## src/rtl/seq_detector_param.sv

```systemverilog
// Serial pattern detector with a runtime-loadable W-bit pattern, overlapping or
// non-overlapping detection, a registered detect pulse and a saturating match counter.
module seq_detector_param #(
   parameter int unsigned    W         = 4,
   parameter int unsigned    CNT_W     = 8,
   parameter logic [W-1:0]   RESET_PAT = W'(4'b1011)
) (
   input  logic             clk,
   input  logic             rst,
   input  logic             en,
   input  logic             x,
   input  logic             overlap,
   input  logic             pat_load,
   input  logic [W-1:0]     pat_in,
   output logic             F,
   output logic [CNT_W-1:0] match_cnt,
   output logic             cnt_sat
);

   localparam int unsigned      VW      = $clog2(W + 1);
   localparam logic [VW-1:0]    V_FULL  = VW'(W);
   localparam logic [CNT_W-1:0] CNT_MAX = {CNT_W{1'b1}};

   logic [W-1:0]     pat;
   logic [W-1:0]     hist;
   logic [W-1:0]     hist_nxt;
   logic [VW-1:0]    vcnt;
   logic [VW-1:0]    vcnt_inc;
   logic [VW-1:0]    vcnt_nxt;
   logic             match;
   logic [CNT_W-1:0] cnt_nxt;

   // Candidate state for an enabled sample; a non-overlapping match restarts the window.
   always_comb begin
      hist_nxt = {hist[W-2:0], x};
      vcnt_inc = (vcnt == V_FULL) ? vcnt : vcnt + VW'(1);
      match    = (vcnt_inc == V_FULL) && (hist_nxt == pat);
      vcnt_nxt = (match && !overlap) ? '0 : vcnt_inc;
      cnt_nxt  = (match && (match_cnt != CNT_MAX)) ? match_cnt + CNT_W'(1) : match_cnt;
   end

   always_ff @(posedge clk or posedge rst) begin
      if (rst) begin
         pat       <= RESET_PAT;
         hist      <= '0;
         vcnt      <= '0;
         F         <= 1'b0;
         match_cnt <= '0;
         cnt_sat   <= 1'b0;
      end else if (pat_load) begin
         pat       <= pat_in;
         hist      <= '0;
         vcnt      <= '0;
         F         <= 1'b0;
         match_cnt <= '0;
         cnt_sat   <= 1'b0;
      end else if (en) begin
         hist      <= hist_nxt;
         vcnt      <= vcnt_nxt;
         F         <= match;
         match_cnt <= cnt_nxt;
         cnt_sat   <= (cnt_nxt == CNT_MAX);
      end else begin
         F <= 1'b0;
      end
   end

endmodule

```

## config.mk

```make
export PLATFORM = sky130hd
export DESIGN_NAME = seq_detector_param
export DESIGN_NICKNAME = d
export VERILOG_FILES = /design/src/rtl/seq_detector_param.sv
export SDC_FILE = /design/constraint.sdc
export NUM_CORES = 1
export LEC_CHECK = 0
export ABC_AREA = 1
export BUFFER_PORTS_ARGS = -buffer_cell sky130_fd_sc_hd__buf_4
export CAP_MARGIN = 20
export CORE_ASPECT_RATIO = 0.7
export CORE_MARGIN = 2
export CORE_UTILIZATION = 58
export CTS_BUF_LIST = sky130_fd_sc_hd__clkbuf_2 sky130_fd_sc_hd__clkbuf_4 sky130_fd_sc_hd__clkbuf_8
export DETAILED_ROUTE_END_ITERATION = 10
export PLACE_DENSITY = 0.81
export SLEW_MARGIN = 20
export SYNTH_ARGS = -nofsm -noshare
export SYNTH_HDL_FRONTEND = slang
export SYNTH_SLANG_ARGS = --single-unit
```

## constraint.sdc

```tcl
create_clock -name clk -period 2.1 [get_ports clk]
set_clock_uncertainty 0.2 [all_clocks]
set_input_delay 0.42 -clock clk [delete_from_list [all_inputs] [get_ports clk]]
set_output_delay 0.42 -clock clk [all_outputs]
set_load 0.02 [all_outputs]
```

==> metrics.cfg <==
[status]
run_status=complete, no violations

[clocking]
root_buffer=clkbuf_4
cts_buffers=3
clockBufferDepth=2
path_clk_slew_ns=0.12
worstSkewPairLatency_ns=0.31
htree_num_levels=1
clock-sinks=20
tritoncts=built

[global_routing]
grt_max_degree=21
grt.total_usage=0.250
grt_pass1_wl_um=4770
overflow=0
antenna_found_initial=0
grt_pass1_vias=1057

[die]
start_util=0.608
dieArea_um2=2640
dieWidth_um=60.6
core_um2=2140
die_h_um=43.6
num_io_pins=20
num_rows=14

[min_path]
min_path_cells=3
hp-start=pat_in[2]
hold_end=pat[2]$_DFFE_PP0P_
holdCritPathClass=primary input to register

[sta]
tightest_slew_ns=0.456
slew_headroom=0.695
max_clock_freq_mhz=483
rsz0062_at_grt=true
period_share=0.987
fin_crit_ns=2.07
setup_viol_count_final=0
final.setup.tns_ns=0
hold_viol=0
drv_slew=0

[logic_synthesis]
synth-seq-area-share=0.388
synth_area_leaders=dfrtp_1 (33%), nand2_1 (14%), inv_1 (7.5%), o22ai_1 (6.3%), dfstp_2 (6.1%)
yosysTopAreaCell=dfrtp_1
yosys_warnings=0
synth_top_area_frac=0.328
netlist_area_um2=1300
synth_cell_types=23
synthCells=171
ys_ff_latch=20
syn_nets=184
postSynthAreaPerCell_um2=7.60

[drt]
vias=1222
avgRoutedWirePerCell_um=13.1
drtIter0Drc=75
routed_wl_um=3010
dr.pass1.iters=5
ant_nets=0
route.detailed.drc=0
viasPerCell=5.34

[setup_path]
end_kind=register
reg2regPathDepth=12
crit_fanout=4
worstPathRequired_ns=2.11
r2r_start=vcnt[1]$_DFFE_PP0P_
arrival_ns=2.08
setup.worst_path.class=register to register
r2r_end=cnt_sat$_DFFE_PP0P_
cp-startpoint=vcnt[1]$_DFFE_PP0P_
rrSetupSlack_ns=0.03
critPathLaunchType=register

[place]
routabilityCongestion=0.907
hpwl_um=2060
portBuffers=19

[final_layout]
area_delta_synth_final_pct=21.4
nets=211
postLayoutCoreUtil=0.738
drive_above_1_share=0.299
diodes=0
fillers=173

[pwr]
leakage_nw=0.751
p_per_area_nw_per_um2=554
irDropWorstVdd_mv=0.605

[flow_run]
cap_violations=0

==> area by class of cell <==
type / instances / area (um^2) / share of cell area
repair buffers: 24 / 183 / 0.116
clock buffers: 3 / 22.5 / 0.0143
inverters: 28 / 105 / 0.0667
multi-input cells: 121 / 692 / 0.439
flip-flops and latches: 20 / 504 / 0.320
clock inverters: 1 / 30.0 / 0.0190
well taps: 32 / 40.0 / 0.0254
==> Yosys cell counts <==
| cell type | number |
|---|---|
| inv_1 | 26 |
| nor2_2 | 2 |
| ha_1 | 3 |
| dfrtp_1 | 17 |
| o21ai_1 | 1 |
| nand3_1 | 12 |
| inv_2 | 2 |
| xor2_1 | 3 |
| nand2_2 | 11 |
| xnor2_1 | 4 |
| o22ai_1 | 13 |
| nand3_2 | 3 |
| o21ai_0 | 5 |
| nand2_1 | 47 |
| nand3b_1 | 1 |
| o21ai_2 | 1 |
| clkbuf_1 | 3 |
| nor2_1 | 6 |
| nand3_4 | 1 |
| nor2_4 | 4 |
| dfstp_2 | 3 |
| and2_1 | 1 |
| nand4_1 | 2 |
==> critical path, cell delays in order, from the launching register on <==
cell and delay, ns:
dfrtp_1 0.41, inv_1 0.10, ha_2 0.27, inv_1 0.06, nand2_1 0.07, nand2_2 0.12, nand3_2 0.12, nor2_2 0.23
nand3_1 0.14, nand2_2 0.12, nor2_2 0.03, nand2_1 0.06, o21ai_2 0.05
==> logic make-up (layout without fill, tap and decap cells) <==
group	after synthesis	in the layout	share of synthesized area
flops	20	20	0.388
compound gates	20	20	0.0925
xor+xnor	7	7	0.0472
fa+ha+maj	3	3	0.0289
buf+inv	31	56	0.0896
simple gates	90	91	0.354
==> power by group <==
part,leakage (nW),internal (mW),switching (mW)
registers,0.265,0.403,0.0124
logic,0.459,0.0555,0.0832
clock network,0.0279,0.193,0.127
total,0.751,0.651,0.222
==> through the flow <==
step,hold slack (ns),cells,setup slack (ns),cell area [um^2],power (mW)
after floorplan,0.182,171,0.264,1300,0.511
after global placement,0.272,221,0.183,1490,0.542
after detailed placement,0.272,221,0.0766,1490,0.548
after CTS,0.0986,226,0.0279,1550,0.873
after global routing,0.101,229,-0.0370,1580,0.919
final,0.108,229,0.0282,1580,0.873
==> cells in the final DEF, fill, tap and decap left out, types with 4 or more instances in the layout <==
cell     netlist  layout
nand2_1       47      45
inv_1         26      25
buf_4          0      23
dfrtp_1       17      17
nand2_2       11      13
o22ai_1       13      13
nand3_1       12      12
nor2_1         6       6
o21ai_0        5       4
xnor2_1        4       4
nor2_4         4       4
==> state kept, by name (all words and copies together) (netlist names) <==
register   cells
hist           3
cnt_sat        1
match_cnt      8
vcnt           3
pat            4
F              1
==> timing repair <==
item | CTS | global route
endpoints found under the hold margin | 17 | 0
setup endpoints to repair | 0 | 4
hold buffers | 1 | 0
resized for setup | 0 | 5
setup buffers | 0 | 2
==> worst max path at each step <==
| stage | end |
|---|---|
| floorplan | cnt_sat$_DFFE_PP0P_ |
| finish | cnt_sat$_DFFE_PP0P_ |
| detailed placement | cnt_sat$_DFFE_PP0P_ |
| global route | cnt_sat$_DFFE_PP0P_ |
| global placement | cnt_sat$_DFFE_PP0P_ |
| CTS | cnt_sat$_DFFE_PP0P_ |
==> layer usage <==
metal  vias to the layer above  GRT usage  share of wire
met1                       543      0.355           0.44
li1                        599          -              -
met4                         0     0.0783          0.025
met5                         -          0              0
met3                        12     0.0836          0.087
met2                        68      0.363           0.45
No activity file was read; power rests on OpenSTA's default activity.
